## src/rtl/edge_event_player_if.sv

```systemverilog
// rtl/edge_event_player_if.sv - event input and level/status outputs of the edge event player
interface edge_event_player_if;
  logic [1:0] event_code;
  logic       signal;
  logic       busy;
  logic       overflow;

  modport master (output event_code, input signal, input busy, input overflow);
  modport slave  (input event_code, output signal, output busy, output overflow);
endinterface

```

## src/rtl/edge_event_player.sv

```systemverilog
// rtl/edge_event_player.sv - replays queued rise/fall events as a level with a minimum hold time
module edge_event_player #(
  parameter int   HOLD_CYCLES = 4,
  parameter int   DEPTH       = 4,
  parameter logic INIT_LEVEL  = 1'b0
) (
  input  logic                 clk,
  input  logic                 rst,
  edge_event_player_if.slave   bus
);
  localparam int CW = (HOLD_CYCLES > 1) ? $clog2(HOLD_CYCLES) : 1;
  localparam int AW = $clog2(DEPTH);

  typedef enum logic {IDLE, HOLD} state_t;

  state_t        state, state_nxt;
  logic [CW-1:0] cnt, cnt_nxt;
  logic [AW-1:0] wr_ptr, rd_ptr;
  logic [AW:0]   count, count_nxt;
  logic          mem [DEPTH];
  logic          tail_level;
  logic          signal_q, busy_q, overflow_q;
  logic          req_valid, req_level, full, non_empty;
  logic          push, reject, pop;

  always_comb begin
    req_valid = (bus.event_code == 2'b01) || (bus.event_code == 2'b10);
    req_level = bus.event_code[0];
    full      = (count == (AW+1)'(DEPTH));
    non_empty = (count != '0);
    // Redundant requests never reach the FIFO, so they can never cause an overflow.
    push      = req_valid && (req_level != tail_level) && !full;
    reject    = req_valid && (req_level != tail_level) && full;
  end

  always_comb begin
    state_nxt = state;
    cnt_nxt   = cnt;
    pop       = 1'b0;
    case (state)
      IDLE: begin
        if (non_empty) begin
          pop       = 1'b1;
          cnt_nxt   = CW'(HOLD_CYCLES - 1);
          state_nxt = HOLD;
        end
      end
      HOLD: begin
        if (cnt != '0) begin
          cnt_nxt = cnt - 1'b1;
        end else if (non_empty) begin
          pop     = 1'b1;
          cnt_nxt = CW'(HOLD_CYCLES - 1);
        end else begin
          state_nxt = IDLE;
        end
      end
      default: state_nxt = IDLE;
    endcase
  end

  always_comb begin
    count_nxt = count;
    case ({push, pop})
      2'b10:   count_nxt = count + 1'b1;
      2'b01:   count_nxt = count - 1'b1;
      default: count_nxt = count;
    endcase
  end

  always_ff @(posedge clk or negedge rst) begin
    if (!rst) begin
      state      <= IDLE;
      cnt        <= '0;
      wr_ptr     <= '0;
      rd_ptr     <= '0;
      count      <= '0;
      tail_level <= INIT_LEVEL;
      signal_q   <= INIT_LEVEL;
      busy_q     <= 1'b0;
      overflow_q <= 1'b0;
    end else begin
      state      <= state_nxt;
      cnt        <= cnt_nxt;
      count      <= count_nxt;
      overflow_q <= reject;
      busy_q     <= (state_nxt == HOLD) || (count_nxt != '0);
      if (push) begin
        wr_ptr     <= wr_ptr + 1'b1;
        tail_level <= req_level;
      end
      if (pop) begin
        rd_ptr   <= rd_ptr + 1'b1;
        signal_q <= mem[rd_ptr];
      end
    end
  end

  // Storage needs no reset: entries are only read while count is non-zero.
  always_ff @(posedge clk) begin
    if (push) mem[wr_ptr] <= req_level;
  end

  assign bus.signal   = signal_q;
  assign bus.busy     = busy_q;
  assign bus.overflow = overflow_q;
endmodule

```

## src/flat_wrapper.sv

```systemverilog
// flat-port wrapper written by rule: the top's interface ports become plain ports
module edge_event_player_flat 
#(
  parameter int   HOLD_CYCLES = 4,
  parameter int   DEPTH       = 4,
  parameter logic INIT_LEVEL  = 1'b0
)
  (clk, rst, bus_event_code, bus_signal, bus_busy, bus_overflow);
  edge_event_player_if bus_i ();
  input  logic clk;
  input  logic rst;
  input wire logic [$bits(bus_i.event_code)-1:0] bus_event_code;
  output wire logic [$bits(bus_i.signal)-1:0] bus_signal;
  output wire logic [$bits(bus_i.busy)-1:0] bus_busy;
  output wire logic [$bits(bus_i.overflow)-1:0] bus_overflow;
  assign bus_i.event_code = bus_event_code;
  assign bus_signal = bus_i.signal;
  assign bus_busy = bus_i.busy;
  assign bus_overflow = bus_i.overflow;
  edge_event_player #(.HOLD_CYCLES(HOLD_CYCLES), .DEPTH(DEPTH), .INIT_LEVEL(INIT_LEVEL)) u_core (.clk(clk), .rst(rst), .bus(bus_i));
endmodule
```

## config.mk

```make
export PLATFORM = sky130hd
export DESIGN_NAME = edge_event_player_flat
export DESIGN_NICKNAME = d
export VERILOG_FILES = /design/src/rtl/edge_event_player_if.sv /design/src/rtl/edge_event_player.sv /design/src/flat_wrapper.sv
export SDC_FILE = /design/constraint.sdc
export NUM_CORES = 1
export LEC_CHECK = 0
export BUFFER_PORTS_ARGS = -buffer_cell sky130_fd_sc_hd__buf_2
export CAP_MARGIN = 30
export CORE_MARGIN = 3
export CORE_UTILIZATION = 54
export CTS_BUF_LIST = sky130_fd_sc_hd__clkbuf_8
export DETAILED_ROUTE_END_ITERATION = 8
export HOLD_SLACK_MARGIN = 0.12
export PLACE_DENSITY = 0.73
export SYNTH_ARGS = -nofsm -noshare
export SYNTH_HDL_FRONTEND = slang
export SYNTH_SLANG_ARGS = --single-unit
```

## constraint.sdc

```tcl
create_clock -name clk -period 4.85 [get_ports clk]
set_input_delay 0.97 -clock clk [delete_from_list [all_inputs] [get_ports clk]]
set_output_delay 0.97 -clock clk [all_outputs]
set_load 0.02 [all_outputs]
```

==> load_flow_metrics.sql <==
INSERT INTO impl_metrics (metric_group, metric, value, unit) VALUES
('status', 'outcome', 'finished clean', ''),
('placement', 'detailed_place.area', '900.9', 'um^2'),
('floorplanning', 'core', '1383', 'um^2'),
('grt', 'global_route.peak_usage_layer', 'met2', ''),
('grt', 'grt_overflow_total', '0', ''),
('detailed_routing', 'drt.antenna.violating_nets', '0', ''),
('job', 'max_cap_viol_count', '0', ''),
('clocking', 'clock_tree.root_cell', 'sky130_fd_sc_hd__clkbuf_8', ''),
('timing', 'finalHoldViolations', '0', ''),
('worst_setup_path', 'reg2reg_from', 'u_core.cnt[0]', ''),
('grt', 'grt_pass1_wl', '2028', 'um'),
('grt', 'global_route.usage.total', '0.1438', ''),
('logic_synthesis', 'yosys_warnings', '0', ''),
('timing', 'final_min_period_over_clock_period', '0.5318', ''),
('timing', 'fin_tns_setup', '0', 'ns'),
('layout', 'area_delta_synth_final', '11.01', '%'),
('timing', 'timing.final.setup_violations', '0', ''),
('logic_synthesis', 'synth.net_count', '75', ''),
('logic_synthesis', 'synth-seq-area-share', '0.5521', ''),
('worst_setup_path', 'reg_to_reg_setup_timing_slack', '2.70', 'ns'),
('floorplanning', 'effective_utilization_at_floorplan', '0.6163', ''),
('timing', 'max_clock_freq', '387.7', 'MHz'),
('clocking', 'cts-root-to-sink-buffers', '2', ''),
('floorplanning', 'die_h', '45.72', 'um'),
('layout', 'final_design_area_no_fill', '945.9', 'um^2'),
('clocking', 'cts_made_buffers', '3', ''),
('timing', 'timing.max_slew.rel_slack', '0.7306', ''),
('layout', 'commonest_cells_after_routing_fill_and_taps_aside', 'sky130_fd_sc_hd__dfrtp_1 (14), sky130_fd_sc_hd__inv_1 (9), sky130_fd_sc_hd__buf_2 (6), sky130_fd_sc_hd__ha_1 (5)', ''),
('worst_setup_path', 'r2r_end', 'u_core.count[2]', ''),
('layout', 'layout-drive-gt1-share', '0.2533', ''),
('layout', 'layout_commonest_cell', 'sky130_fd_sc_hd__dfrtp_1', ''),
('layout', 'number_of_diodes_added_for_antenna_fixing', '0', ''),
('clocking', 'clk-insertion-delay-late', '0.25', 'ns'),
('placement', 'numPortBuffers', '6', ''),
('detailed_routing', 'viasPerCell', '5.300', ''),
('clocking', 'postCtsSetupBuffers', '0', ''),
('grt', 'groute.layer.met3.usage', '0.03557', ''),
('layout', 'final_core_utilization', '0.6842', ''),
('timing', 'timing_worst_slew_pin_value', '0.3999', 'ns'),
('pwr', 'vdd_drop_max', '0.2980', 'mV'),
('worst_setup_path', 'worstRegToRegCells', '9', ''),
('grt', 'met2_track_utilization_from_global_routing', '0.2061', ''),
('pwr', 'share_comb_of_total_power', '0.413', ''),
('worst_setup_path', 'crit_fanout', '8', ''),
('grt', 'antenna_violations_before_repair', '0', ''),
('floorplanning', 'overall_die_area', '2090', 'um^2'),
('worst_setup_path', 'last_element_of_the_critical_path', 'u_core.count[2]', ''),
('pwr', 'powerDensity', '667.0', 'nW/um^2'),
('detailed_routing', 'drt_iter0_markers', '5', ''),
('logic_synthesis', 'synth_cells', '65', ''),
('detailed_routing', 'detailroute.via_count', '477', ''),
('pwr', 'clock_power_share', '0.162', ''),
('pwr', 'power.leakage', '0.4308', 'nW'),
('detailed_routing', 'wl', '1143', 'um'),
('logic_synthesis', 'synth_cell_types', '23', ''),
('worst_setup_path', 'critical_path.startpoint', 'bus_event_code[0]', ''),
('pwr', 'switching_share', '0.3610', ''),
('placement', 'globalplace.congestion', '0.7517', ''),
('logic_synthesis', 'synth_register_bits', '18', ''),
('detailed_routing', 'drt-wirelength-per-cell', '12.70', 'um'),
('clocking', 'cts.reportedPaths.clkPinSlew', '0.07', 'ns'),
('floorplanning', 'die_width', '45.72', 'um'),
('clocking', 'cts_tree', 'built', ''),
('timing', 'unrepaired_setup_endpoints_after_global_routing', 'false', ''),
('clocking', 'post_cts_resize_count', '0', ''),
('clocking', 'clock-sinks', '18', ''),
('pwr', 'intPower', '0.4031', 'mW'),
('timing', 'post-route-min-period', '2.579', 'ns'),
('clocking', 'htree_num_levels', '1', ''),
('grt', 'largest_net_degree_at_the_start_of_global_routing', '15', ''),
('timing', 'timing_max_transition_violations_final', '0', '');
## critical path: stages
cell,delay [ns]
sky130_fd_sc_hd__buf_2,0.14
sky130_fd_sc_hd__or3b_4,0.41
sky130_fd_sc_hd__a22oi_4,0.28
sky130_fd_sc_hd__inv_1,0.08
sky130_fd_sc_hd__ha_1,0.22
sky130_fd_sc_hd__inv_1,0.07
sky130_fd_sc_hd__fa_1,0.17
sky130_fd_sc_hd__xor2_1,0.16
sky130_fd_sc_hd__nor2_1,0.06
sky130_fd_sc_hd__xor2_1,0.14
## through the flow
step | instances | hold slack [ns] | setup slack, ns | power [mW]
after floorplan | 65 | 0.4533 | 2.302 | 0.4786
after global placement | 86 | 0.4764 | 2.052 | 0.5214
after detailed placement | 86 | 0.4887 | 2.004 | 0.5314
after CTS | 90 | 0.4979 | 2.265 | 0.6402
after global routing | 90 | 0.5215 | 2.159 | 0.6900
final | 90 | 0.4865 | 2.271 | 0.6309
## cell type report
| class | instances | area, um^2 |
|---|---|---|
| repair buffers | 6 | 30.03 |
| flip-flops and latches | 18 | 470.5 |
| well taps | 15 | 18.77 |
| multi-input cells | 39 | 351.6 |
| clock inverters | 1 | 3.754 |
| fillers | 111 | 436.7 |
| inverters | 8 | 30.03 |
| clock buffers | 3 | 41.29 |
## power groups by stage
stage	logic [mW]	clock network, mW	registers, mW
floorplan	0.211	0	0.268
global placement	0.253	0	0.268
detailed placement	0.260	0	0.271
CTS	0.264	0.107	0.269
global route	0.298	0.115	0.278
finish	0.261	0.102	0.268
## kinds of logic after synthesis
| group | Yosys count | share of synthesized area |
|---|---|---|
| multiplexers | 5 | 0.08664 |
| AND/OR/NAND/NOR | 15 | 0.1043 |
| XOR/XNOR | 6 | 0.06167 |
| buffers and inverters | 8 | 0.03524 |
| AO/OA/AOI/OAI | 7 | 0.06314 |
| flip-flops | 18 | 0.5521 |
| adder cells (fa/ha/maj) | 6 | 0.09692 |
## per-layer routing
layer  part of all wire  wire length (um)  vias up
li1                   -                 -      236
met3              0.041                47        2
met2               0.47               533        8
met4              0.021                24        0
met1               0.47               537      231
met5                  0                 0        -
## worst min-delay path by stage
stage                           from                to  slack, ns
floorplan           u_core.rd_ptr[1]  u_core.rd_ptr[1]       0.45
global placement       u_core.cnt[0]     u_core.cnt[0]       0.48
detailed placement  u_core.rd_ptr[1]  u_core.rd_ptr[1]       0.49
CTS                 u_core.rd_ptr[1]  u_core.rd_ptr[1]       0.50
global route        u_core.rd_ptr[1]  u_core.rd_ptr[1]       0.52
finish              u_core.rd_ptr[1]  u_core.rd_ptr[1]       0.49
## sequential cells by signal, indices dropped and copies added, names as in the netlist
register	flops
u_core.state	1
u_core.cnt	2
u_core.bus.overflow	1
u_core.count	3
u_core.wr_ptr	2
u_core.rd_ptr	2
u_core.tail_level	1
u_core.bus.signal	1
u_core.mem	4
u_core.bus.busy	1
## Yosys cell counts (2+ instances only)
cell,instances,share of area
sky130_fd_sc_hd__edfxtp_1,4,0.14
sky130_fd_sc_hd__nor2_1,2,0.0088
sky130_fd_sc_hd__nand3_1,2,0.012
sky130_fd_sc_hd__inv_1,8,0.035
sky130_fd_sc_hd__mux2_4,2,0.035
sky130_fd_sc_hd__a21oi_1,2,0.012
sky130_fd_sc_hd__xnor2_1,4,0.041
sky130_fd_sc_hd__ha_1,5,0.073
sky130_fd_sc_hd__nand2_1,3,0.013
sky130_fd_sc_hd__xor2_1,2,0.021
sky130_fd_sc_hd__and2_2,4,0.035
sky130_fd_sc_hd__dfrtp_1,14,0.41
sky130_fd_sc_hd__o21ai_0,3,0.018
Power figures use the tool's default switching activity.
